### src/rtl/word_dispatch_pkg.sv
// Shared definitions for the word dispatcher: MSB helper macro, FSM state
// encoding and small index helpers used by the top and the arbiter.
`ifndef WORD_DISPATCH_MSB_DEFINED
`define WORD_DISPATCH_MSB_DEFINED
// Index of the most significant set bit of a positive constant.
`define MSB(x) ($clog2((x) + 1) - 1)
`endif

package word_dispatch_pkg;

  // Dispatcher FSM encoding
  localparam logic [1:0] ST_IDLE  = 2'd0;
  localparam logic [1:0] ST_HOLD  = 2'd1;
  localparam logic [1:0] ST_DRAIN = 2'd2;
  localparam logic [1:0] ST_DONE  = 2'd3;

  // Width of a core index; a single core still gets a one-bit pointer.
  function automatic int unsigned ptr_width(input int unsigned n);
    return (n > 1) ? $clog2(n) : 1;
  endfunction

  // Increment modulo n, used to move the round-robin pointer past a grantee.
  function automatic int unsigned wrap_inc(input int unsigned v, input int unsigned n);
    return ((v + 1) >= n) ? 0 : (v + 1);
  endfunction

endpackage

### src/rtl/word_dispatch_rr_arbiter.sv
// Combinational round-robin arbiter: picks the first requesting core at or
// above ptr_i, wrapping at N-1. Produces a one-hot grant, its index and a
// valid flag.
module rr_arbiter #(
  parameter int N     = 4,
  parameter int PTR_W = 2
) (
  input  logic [N-1:0]     req_i,
  input  logic [PTR_W-1:0] ptr_i,
  output logic [N-1:0]     gnt_o,
  output logic [PTR_W-1:0] idx_o,
  output logic             vld_o
);

  logic [PTR_W-1:0] cand;
  logic             found;

  // Scan N candidates starting at the pointer; the first requester wins.
  always_comb begin
    gnt_o = '0;
    idx_o = '0;
    found = 1'b0;
    cand  = '0;
    for (int k = 0; k < N; k++) begin
      cand = PTR_W'((int'(ptr_i) + k) % N);
      if (!found && req_i[cand]) begin
        found        = 1'b1;
        idx_o        = cand;
        gnt_o[cand]  = 1'b1;
      end
    end
    vld_o = found;
  end

endmodule

### src/rtl/word_dispatch.sv
// word_dispatch: pops words from the show-ahead word-list FIFO one at a time,
// hands each to a non-full crypt core round-robin over a shared bus, and
// pulses list_done once the last word of a list is out and all cores are idle.
// Optional build macro: DISPATCH_STATS_EN adds saturating stat_words /
// stat_stalls counters and their output ports.
//
//  state | meaning
//  ------+--------------------------------------------------------------
//  IDLE  | wait for a FIFO entry; pop it (skip empty entries)
//  HOLD  | word on the bus, waiting for a non-full core to take it
//  DRAIN | list end seen, waiting for every core to go idle
//  DONE  | single-cycle list_done pulse
module word_dispatch
  import word_dispatch_pkg::*;
#(
  parameter int N_CORES      = 4,
  parameter int CHAR_BITS    = 7,
  parameter int WORD_MAX_LEN = 8,
  localparam int LEN_W  = `MSB(WORD_MAX_LEN) + 1,
  localparam int WORD_W = WORD_MAX_LEN * CHAR_BITS,
  localparam int PTR_W  = ptr_width(N_CORES)
) (
  input  logic               clk,
  input  logic               rst_n,
  input  logic [WORD_W-1:0]  wl_dout,
  input  logic [LEN_W-1:0]   wl_word_len,
  input  logic [15:0]        wl_word_id,
  input  logic               wl_word_list_end,
  input  logic               wl_empty,
  output logic               wl_rd_en,
  output logic [WORD_W-1:0]  core_word,
  output logic [LEN_W-1:0]   core_word_len,
  output logic [15:0]        core_word_id,
  output logic [N_CORES-1:0] core_wr_en,
  input  logic [N_CORES-1:0] core_full,
  input  logic [N_CORES-1:0] core_idle,
  output logic               list_done
`ifdef DISPATCH_STATS_EN
  ,
  output logic [31:0]        stat_words,
  output logic [31:0]        stat_stalls
`endif
);

  logic [1:0]         state_q, state_d;
  logic [PTR_W-1:0]   rr_ptr_q, rr_ptr_d;

  logic [WORD_W-1:0]  word_q;
  logic [LEN_W-1:0]   len_q;
  logic [15:0]        id_q;
  logic               end_q;

  logic               pop;
  logic               entry_empty;
  logic               dispatch;

  logic [N_CORES-1:0] arb_gnt;
  logic [PTR_W-1:0]   arb_idx;
  logic               arb_vld;

  // Popping is gated by rst_n so no entry is consumed while the hold register
  // is held in reset (it would otherwise be lost).
  assign pop         = rst_n && (state_q == ST_IDLE) && !wl_empty;
  assign entry_empty = (wl_word_len == '0);
  assign dispatch    = (state_q == ST_HOLD) && arb_vld;

  rr_arbiter #(
    .N     (N_CORES),
    .PTR_W (PTR_W)
  ) u_rr_arbiter (
    .req_i (~core_full),
    .ptr_i (rr_ptr_q),
    .gnt_o (arb_gnt),
    .idx_o (arb_idx),
    .vld_o (arb_vld)
  );

  // Next-state and round-robin pointer update.
  always_comb begin
    state_d  = state_q;
    rr_ptr_d = rr_ptr_q;
    case (state_q)
      ST_IDLE: begin
        if (pop) begin
          if (entry_empty) begin
            state_d = wl_word_list_end ? ST_DRAIN : ST_IDLE;
          end else begin
            state_d = ST_HOLD;
          end
        end
      end
      ST_HOLD: begin
        if (dispatch) begin
          rr_ptr_d = PTR_W'(wrap_inc(32'(arb_idx), N_CORES));
          state_d  = end_q ? ST_DRAIN : ST_IDLE;
        end
      end
      ST_DRAIN: begin
        if ((&core_idle) && !dispatch) begin
          state_d = ST_DONE;
        end
      end
      ST_DONE: begin
        state_d = ST_IDLE;
      end
      default: begin
        state_d = ST_IDLE;
      end
    endcase
  end

  // FSM state and pointer registers; the pointer survives across lists.
  always_ff @(posedge clk or negedge rst_n) begin
    if (!rst_n) begin
      state_q  <= ST_IDLE;
      rr_ptr_q <= '0;
    end else begin
      state_q  <= state_d;
      rr_ptr_q <= rr_ptr_d;
    end
  end

  // Hold register: captures real words only, so the shared bus keeps the last
  // dispatched word while empty entries are skipped.
  always_ff @(posedge clk or negedge rst_n) begin
    if (!rst_n) begin
      word_q <= '0;
      len_q  <= '0;
      id_q   <= '0;
      end_q  <= 1'b0;
    end else if (pop && !entry_empty) begin
      word_q <= wl_dout;
      len_q  <= wl_word_len;
      id_q   <= wl_word_id;
      end_q  <= wl_word_list_end;
    end
  end

  assign wl_rd_en      = pop;
  assign core_word     = word_q;
  assign core_word_len = len_q;
  assign core_word_id  = id_q;
  assign core_wr_en    = dispatch ? arb_gnt : '0;
  assign list_done     = (state_q == ST_DONE);

`ifdef DISPATCH_STATS_EN
  logic [31:0] stat_words_q;
  logic [31:0] stat_stalls_q;

  // Saturating counters: dispatched words and HOLD cycles with every core full.
  always_ff @(posedge clk or negedge rst_n) begin
    if (!rst_n) begin
      stat_words_q  <= '0;
      stat_stalls_q <= '0;
    end else begin
      if (dispatch && (stat_words_q != 32'hFFFF_FFFF)) begin
        stat_words_q <= stat_words_q + 32'd1;
      end
      if ((state_q == ST_HOLD) && !arb_vld && (stat_stalls_q != 32'hFFFF_FFFF)) begin
        stat_stalls_q <= stat_stalls_q + 32'd1;
      end
    end
  end

  assign stat_words  = stat_words_q;
  assign stat_stalls = stat_stalls_q;
`endif

endmodule
### config.mk
export PLATFORM = sky130hd
export DESIGN_NAME = word_dispatch
export DESIGN_NICKNAME = d
export VERILOG_FILES = /design/src/rtl/word_dispatch_pkg.sv /design/src/rtl/word_dispatch_rr_arbiter.sv /design/src/rtl/word_dispatch.sv
export SDC_FILE = /design/constraint.sdc
export NUM_CORES = 1
export LEC_CHECK = 0
export CAP_MARGIN = 20
export CELL_PAD_IN_SITES_DETAIL_PLACEMENT = 1
export CELL_PAD_IN_SITES_GLOBAL_PLACEMENT = 1
export CORE_MARGIN = 1.5
export CORE_UTILIZATION = 25
export CTS_CLUSTER_SIZE = 10
export DETAILED_ROUTE_END_ITERATION = 8
export GPL_TIMING_DRIVEN = 0
export PLACE_DENSITY = 0.81
export SYNTH_ARGS = -nofsm -noshare
export SYNTH_HDL_FRONTEND = slang
export SYNTH_SLANG_ARGS = --single-unit
### constraint.sdc
create_clock -name clk -period 6.6 [get_ports clk]
set_input_delay 0.66 -clock clk [delete_from_list [all_inputs] [get_ports clk]]
set_output_delay 0.66 -clock clk [all_outputs]
set_load 0.03 [all_outputs]
==> impl_summary.log, run 1 <==
[metrics] outcome: completed
[metrics] FFs w/ async S/R, synth: 1.00
[metrics] post-synthesis instance total: 407
[metrics] final critical-path setup slack: 2.49 ns
[metrics] total die area: 15,100 sq um
[metrics] CP max-delay cell: clkdlybuf4s50_1
[metrics] IR Drop Worst-Case VDD: 0.215 mV
[metrics] total clock sinks: 81
[metrics] commonest cells in the netlist: 226 x nand2_1, 81 x dfrtp_1, 14 x nor2_1
[metrics] clock root buffer: clkbuf_16
[metrics] core area: 14,000 sq um
[metrics] overflow left after global routing: 0
[metrics] Starting Density: 0.257
[metrics] most common flop cell mapped by yosys: dfrtp_1
[metrics] detailed placer's ending HPWL: 9040 um
[metrics] number of levels in the clock H-tree: 3
[metrics] 1st-pass router iterations: 4
[metrics] clock period minus final worst setup slack: 4.11 ns
[metrics] antenna fix cells: 0
[metrics] critical path data required time: 5.94 ns
[metrics] DR vias: 3,460
[metrics] I/O pin total: 170
[metrics] Reg clk slew, reported paths: 0.06 ns
[metrics] synthesis-to-finish area growth: 61.4%
[metrics] die boundary width: 123 um
[metrics] buffers from clock root to sink, at most: 2
[metrics] max capacitance violation total: 0
[metrics] Pins Over Slew Limit: 0
[metrics] reported leakage power: 0.00273 uW
[metrics] worst skew pair latency: 0.33 ns
[metrics] met3 Track Usage GR: 0.0600
[metrics] number of hold-slack violations in the final timing report: 0
[metrics] net total in the final layout: 680
[metrics] initial antenna violation count: 0
[metrics] chain of cells forming the critical path: buf_6 -> inv_1 -> ha_1 -> mux4_2 -> buf_6 -> a31oi_1 -> nor2_1 -> a221oi_1 -> nor2_1 -> clkdlybuf4s50_1
[metrics] vias in the first global route: 3,871
[metrics] mean instance size in the synthesized netlist: 8.84 sq um
[metrics] class of the most critical setup path: flop to output port
[metrics] transition at the pin with the smallest max-transition slack: 0.918 ns
[metrics] cell with the most instances after synthesis: nand2_1
[metrics] Post-Place Worst Slack: 2.84 ns
[metrics] Detailed Route Iter0 Violations: 125
[metrics] gr usage total: 0.162
[metrics] met2 demand-to-capacity share in global routing: 0.280
[metrics] Global Route met1 Usage: 0.184
[metrics] Buffers on Ports: 166
[metrics] fraction of layout instances using a drive strength above 1: 0.0713
[metrics] RePlAce Congestion: 0.799
[metrics] timing-limited maximum frequency: 0.243 GHz
[metrics] Yosys top cell area share: 0.563
[metrics] synthesized netlist net count: 502
[metrics] Slew HR: 0.386
[metrics] FF+latch count, synth: 81
[metrics] drt drc: 0
[metrics] number of buffers inserted by post-CTS setup repair: 0
[metrics] Std-Cell Rows: 43
[metrics] yosys synthesis warning count: 0
[metrics] antenna violation net count after detailed routing: 0
[metrics] number of gates resized after cts: 0
[metrics] Worst Hold Class: primary input to asynchronous set/reset pin
[metrics] Final Cycle Share: 0.623
[metrics] routed wirelength normalized by instance count: 15.4 um
[metrics] final WL: 11,800 um
[metrics] total CTS buffers: 9
[metrics] type of origin of the critical path: flop
[metrics] final setup TNS: 0 ns
[metrics] TritonCTS clock tree: done
[metrics] Synth cell types: 38
[metrics] number of synthesized flops with an enable pin: 0
[metrics] maximum net fanout on the critical path: 10
[metrics] final setup vio count: 0
[metrics] Area contributors post-synth: dfrtp_1 56%, nand2_1 24%, ha_1 2.4%
[metrics] critical path data arrival time: 3.45 ns
[metrics] dominant cell type by area after synthesis: dfrtp_1
[metrics] chip height: 123 um
[metrics] global-route wire length before repair: 19,000 um
[metrics] unrepaired setup endpoints after global routing: no
[metrics] hold-fix buffers at CTS: 0
[metrics] Filler Cell Count: 1,631
[metrics] Slowest Stage Delay on Critical Path: 0.60 ns
[metrics] DR vias/cell: 4.50
[metrics] skew final: 0.00761 ns
[metrics] sort of element at the end of the critical path: output port
[metrics] highest-utilization routing layer at the global route stage: met2
[metrics] Netlist Area Pre-Place: 3600 sq um
[metrics] largest net degree at the start of global routing: 50
[metrics] Seq/Total Area, Yosys: 0.563
[metrics] Cell Pwr Density: 508 nW/um^2
[routing by layer]
metal	vias to the layer above	routed length, um	share of wire
li1	1647	-	-
met1	1680	4720	0.40
met4	0	199	0.017
met3	17	1020	0.086
met2	116	5890	0.50
met5	-	0	0
[stage by stage]
step                hold slack (ns)  power, uW   util  instance area, sq um  std cells
floorplan                     0.364       1770      -                  3600        407
global placement              0.458       2410  0.392                  5490        753
detailed placement            0.464       2470  0.394                  5510        754
CTS                           0.281       2990  0.415                  5810        769
global route                  0.303       3140  0.415                  5810        769
finish                        0.275       2950  0.415                  5810        769
[report_power, final]
group	switching [uW]	internal (uW)	leakage, uW
Clock	200	302	0.000138
Combinational	923	640	0.00158
Sequential	146	740	0.00101
Total	1270	1680	0.00273
[path summary, 6_finish.rpt]
kind,startpoint,end,slack (ns),cells after the start
min in group clk,core_word[50]$_DFFE_PN0P_,core_word[50]$_DFFE_PN0P_,0.47,2
max in group asynchronous,rst_n,end_q$_DFFE_PN0P_,5.71,2
hold reg to reg,core_word[50]$_DFFE_PN0P_,core_word[50]$_DFFE_PN0P_,0.47,2
setup / recovery,rr_ptr_q[0]$_DFFE_PN0P_,core_wr_en[3],2.49,10
hold / removal,rst_n,core_word[12]$_DFFE_PN0P_,0.28,1
setup reg to reg,rr_ptr_q[0]$_DFFE_PN0P_,rr_ptr_q[1]$_DFFE_PN0P_,3.81,9
[area by class of cell]
cell class	count	area [sq um]	area share
clock buffers	11	243	0.0418
plain buffers	22	111	0.0192
inverters	8	31.3	0.00539
multi-input cells	296	1430	0.246
clock inverters	4	53.8	0.00927
well taps	180	225	0.0388
repair buffers	167	1690	0.290
flip-flops and latches	81	2030	0.349
[sequential cells by signal (all words and copies together) (netlist names)]
signal / cells
core_word: 56
rr_ptr_q: 2
core_word_len: 4
end_q: 1
core_word_id: 16
state_q: 2
[kinds of logic after synthesis]
logic type | count (synthesis) | share of synthesized area
compound gates | 25 | 0.0532
fa+ha+maj | 7 | 0.0243
buf+inv | 30 | 0.0396
flops | 81 | 0.563
mux | 7 | 0.0362
simple gates | 257 | 0.283
[cells in the final DEF (no fill, tap or decap), types with 3 or more instances in the layout]
cell type / synthesis / final
dfrtp_1: 81 / 81
nand2_1: 226 / 226
o21ai_0: 4 / 4
clkbuf_1: 9 / 10
nand3_1: 3 / 3
ha_1: 7 / 7
clkbuf_16: 0 / 9
o22ai_1: 3 / 3
a22o_1: 3 / 3
clkdlybuf4s50_1: 0 / 165
a221oi_1: 4 / 4
inv_1: 7 / 7
buf_2: 10 / 10
nor2_1: 14 / 14
a31oi_1: 5 / 5
[critical path: cells and delay by family (launching register included)]
kind            cells  cell delay, ns
compound gates      2            0.42
fa+ha+maj           1            0.46
buf+inv             4            1.07
flops               1            0.47
mux                 1            0.55
simple gates        2            0.14
(Power assumes the default switching activity.)
==> inputs of run 2 (changes only) <==
--- a/config.mk
+++ b/config.mk
@@ -13,7 +13,7 @@
 export CTS_CLUSTER_SIZE = 10
 export DETAILED_ROUTE_END_ITERATION = 8
 export GPL_TIMING_DRIVEN = 0
-export PLACE_DENSITY = 0.81
+export PLACE_DENSITY = 0.84
 export SYNTH_ARGS = -nofsm -noshare
 export SYNTH_HDL_FRONTEND = slang
 export SYNTH_SLANG_ARGS = --single-unit
==> constraint.sdc (replaced) <==
create_clock -name clk -period 3.7 [get_ports clk]
set_input_delay 0.37 -clock clk [delete_from_list [all_inputs] [get_ports clk]]
set_output_delay 0.37 -clock clk [all_outputs]
set_load 0.03 [all_outputs]
==> run 2 against run 1 <==
Effect of this change: count of clock-buffer cells in the layout rose by 3; clock power rose by 66%; flip-flop and latch count stayed put; largest power group unchanged; highest routed layer unchanged; cell area fell by 0.50%; first-iteration DRC count down 4.8%; register-to-register slack got worse by 2.8 ns; critical endpoint is now core_wr_en[1]; total power grew 77%; clock skew fell by 0.0020 ns.
==> impl_summary.log, run 2 (same netlist as run 1, synthesis figures left out) <==
[metrics] outcome: completed
[metrics] reported leakage power: 0.00274 uW (+0.30%)
[metrics] vias in the first global route: 3,818 (-1.4%)
[metrics] die boundary width: 123 um (unchanged)
[metrics] Std-Cell Rows: 43 (unchanged)
[metrics] synthesis-to-finish area growth: 60.6%
[metrics] chip height: 123 um (unchanged)
[metrics] net switching power of the design: 2270 uW (+79%)
[metrics] global-route wire length before repair: 19,500 um (+2.7%)
[metrics] Reg2Reg Depth: 9 (unchanged)
[metrics] Worst Hold Class: primary input to asynchronous set/reset pin
[metrics] largest net degree at the start of global routing: 43 (-14%)
[metrics] routed wirelength normalized by instance count: 15.4 um (about the same)
[metrics] hold-fix buffers at CTS: 0 (unchanged)
[metrics] clock root buffer: clkbuf_16
[metrics] setup slack of the worst register-to-register path: 1.02 ns (-2.79 ns)
[metrics] Pins Over Slew Limit: 0 (unchanged)
[metrics] worst flop-to-flop path endpoint: rr_ptr_q[1]$_DFFE_PN0P_
[metrics] I/O pin total: 170 (unchanged)
[metrics] Bufs and invs on worst path: 4 (unchanged)
[metrics] DR vias/cell: 4.52 (+0.51%)
[metrics] DR vias: 3,482 (+0.64%)
[metrics] final WL: 11,800 um (+0.11%)
[metrics] worst skew pair latency: 0.34 ns (about the same)
[metrics] total die area: 15,100 sq um (unchanged)
[metrics] final setup vio count: 0 (unchanged)
[metrics] gr usage total: 0.166 (+0.00407)
[metrics] CP max-delay cell: mux4_2
[metrics] antenna violation net count after detailed routing: 0 (unchanged)
[metrics] Final Cycle Share: 0.944
[metrics] Filler Cell Count: 1,670 (+2.4%)
[metrics] reg-to-reg startpoint: rr_ptr_q[0]$_DFFE_PN0P_
[metrics] transition at the pin with the smallest max-transition slack: 0.897 ns (-0.0216 ns)
[metrics] IR Drop Worst-Case VDD: 0.492 mV (+130%)
[metrics] Buffers on Ports: 166 (unchanged)
[metrics] chain of cells forming the critical path: buf_6 -> inv_1 -> ha_2 -> mux4_2 -> buf_6 -> a31oi_1 -> nor2_1 -> a221oi_1 -> nor2_1 -> dlygate4sd2_1
[metrics] most frequent cells in the layout: 226 x nand2_1, 161 x clkdlybuf4s50_1, 80 x dfrtp_1
[metrics] number of flip-flops under the largest register name: 56 (unchanged)
[metrics] Detailed Route Iter0 Violations: 119 (-4.8%)
[metrics] drt drc: 0 (unchanged)
[metrics] 1st-pass router iterations: 4 (unchanged)
[metrics] Final Util: 0.413 (-0.00206)
[metrics] number of levels in the clock H-tree: 3 (unchanged)
[metrics] total clock sinks: 81 (unchanged)
[metrics] Top delay family on crit path: buffers and inverters
[metrics] maximum net fanout on the critical path: 10 (unchanged)
[metrics] buffers from clock root to sink, at most: 2 (unchanged)
[metrics] timing-limited maximum frequency: 0.286 GHz
[metrics] cell count after placement: 754 (unchanged)
[metrics] share of power burned in the clock network: 0.159 (-0.011)
[metrics] clock period minus final worst setup slack: 3.49 ns
[metrics] class of the most critical setup path: flop to output port
[metrics] antenna fix cells: 0 (unchanged)
[metrics] skew final: 0.00559 ns (-0.00202 ns)
[metrics] type of origin of the critical path: flop
[metrics] final setup TNS: 0 ns (unchanged)
[metrics] fraction of layout instances using a drive strength above 1: 0.0729 (+0.00157)
[metrics] sw frac: 0.434 (+0.00399)
[metrics] Internal Pwr Total: 2950 uW (+76%)
[metrics] overflow left after global routing: 0 (unchanged)
[metrics] unrepaired setup endpoints after global routing: no
[metrics] tightest hold margin: 0.00923 ns (-0.266 ns)
[metrics] number of cells in the finished layout apart from fillers: 770 (+0.13%)
[metrics] Cell Pwr Density: 903 nW/um^2 (+78%)
[metrics] TritonCTS clock tree: done
[metrics] max capacitance violation total: 0 (unchanged)
[metrics] critical path data arrival time: 3.12 ns (-0.33 ns)
[metrics] RePlAce Congestion: 0.789 (-1.2%)
[metrics] net total in the final layout: 680 (unchanged)
[metrics] most common library cell in the layout ignoring fill and taps: nand2_1
[metrics] detailed placer's ending HPWL: 9120 um (+0.94%)
[metrics] Slowest Stage Delay on Critical Path: 0.53 ns (-0.07 ns)
[metrics] number of hold-slack violations in the final timing report: 0 (unchanged)
[metrics] Slew HR: 0.401 (+0.0144)
[metrics] Comb pwr share: 0.536 (+0.006)
[metrics] Starting Density: 0.257 (unchanged)
[metrics] Reg clk slew, reported paths: 0.06 ns (about the same)
[metrics] sort of element at the end of the critical path: output port
[metrics] initial antenna violation count: 0 (unchanged)
[metrics] core area: 14,000 sq um (unchanged)
[metrics] sequential fraction of design power: 0.305 (+0.005)
[metrics] total CTS buffers: 9 (unchanged)
[metrics] critical path data required time: 3.33 ns (-2.61 ns)
==> run 2: final cells by class <==
type / count / area, sq um / share of cell area
clock inverters: 2 / 12.5 / 0.00217
flip-flops and latches: 81 / 2030 / 0.351
clock buffers: 14 / 264 / 0.0457
well taps: 180 / 225 / 0.0390
inverters: 8 / 31.3 / 0.00541
multi-input cells: 296 / 1430 / 0.248
repair buffers: 167 / 1670 / 0.290
plain buffers: 22 / 111 / 0.0193
==> run 2: what timing repair did <==
action,4_1_cts,5_1_grt
resized for setup,4,2
setup buffers,0,0
endpoints found under the hold margin,0,0
setup endpoints to repair,4,4
==> run 2: metal layers <==
metal | GRT usage | up-vias | part of all wire
li1 | - | 1644 | -
met1 | 0.189 | 1698 | 0.40
met2 | 0.288 | 122 | 0.50
met3 | 0.0567 | 18 | 0.077
met4 | 0.0632 | 0 | 0.017
met5 | 0 | - | 0
==> run 2: through the flow <==
step,setup slack [ns],power [uW],cell area (sq um)
after CTS,0.0834,5290,5770
after global routing,0.00863,5550,5780
after global placement,-2.16,4300,5490
after detailed placement,0.228,4420,5500
final,0.205,5220,5780
after floorplan,0.920,3150,3600
==> run 2: power by group through the flow <==
| stage | Sequential (uW) | Clock [uW] | Combinational, uW |
|---|---|---|---|
| 6_report | 1590 | 832 | 2800 |
| 5_1_grt | 1650 | 900 | 3010 |
| 4_1_cts | 1600 | 870 | 2830 |
| 3_5_place_dp | 1600 | 0 | 2820 |
| 3_3_place_gp | 1570 | 0 | 2730 |
| 2_1_floorplan | 2390 | 0 | 755 |
==> run 2: how the worst max path moves through the flow <==
stage,slack (ns),from,cells past startpoint,end
final,0.21,rr_ptr_q[0]$_DFFE_PN0P_,10,core_wr_en[1]
after detailed placement,0.23,rr_ptr_q[0]$_DFFE_PN0P_,10,core_wr_en[1]
after floorplan,0.92,rr_ptr_q[0]$_DFFE_PN0P_,10,core_wr_en[3]
after global routing,0.009,rr_ptr_q[0]$_DFFE_PN0P_,10,core_wr_en[3]
after global placement,-2.16,rst_n,3,wl_rd_en
after CTS,0.08,rr_ptr_q[0]$_DFFE_PN0P_,10,core_wr_en[1]
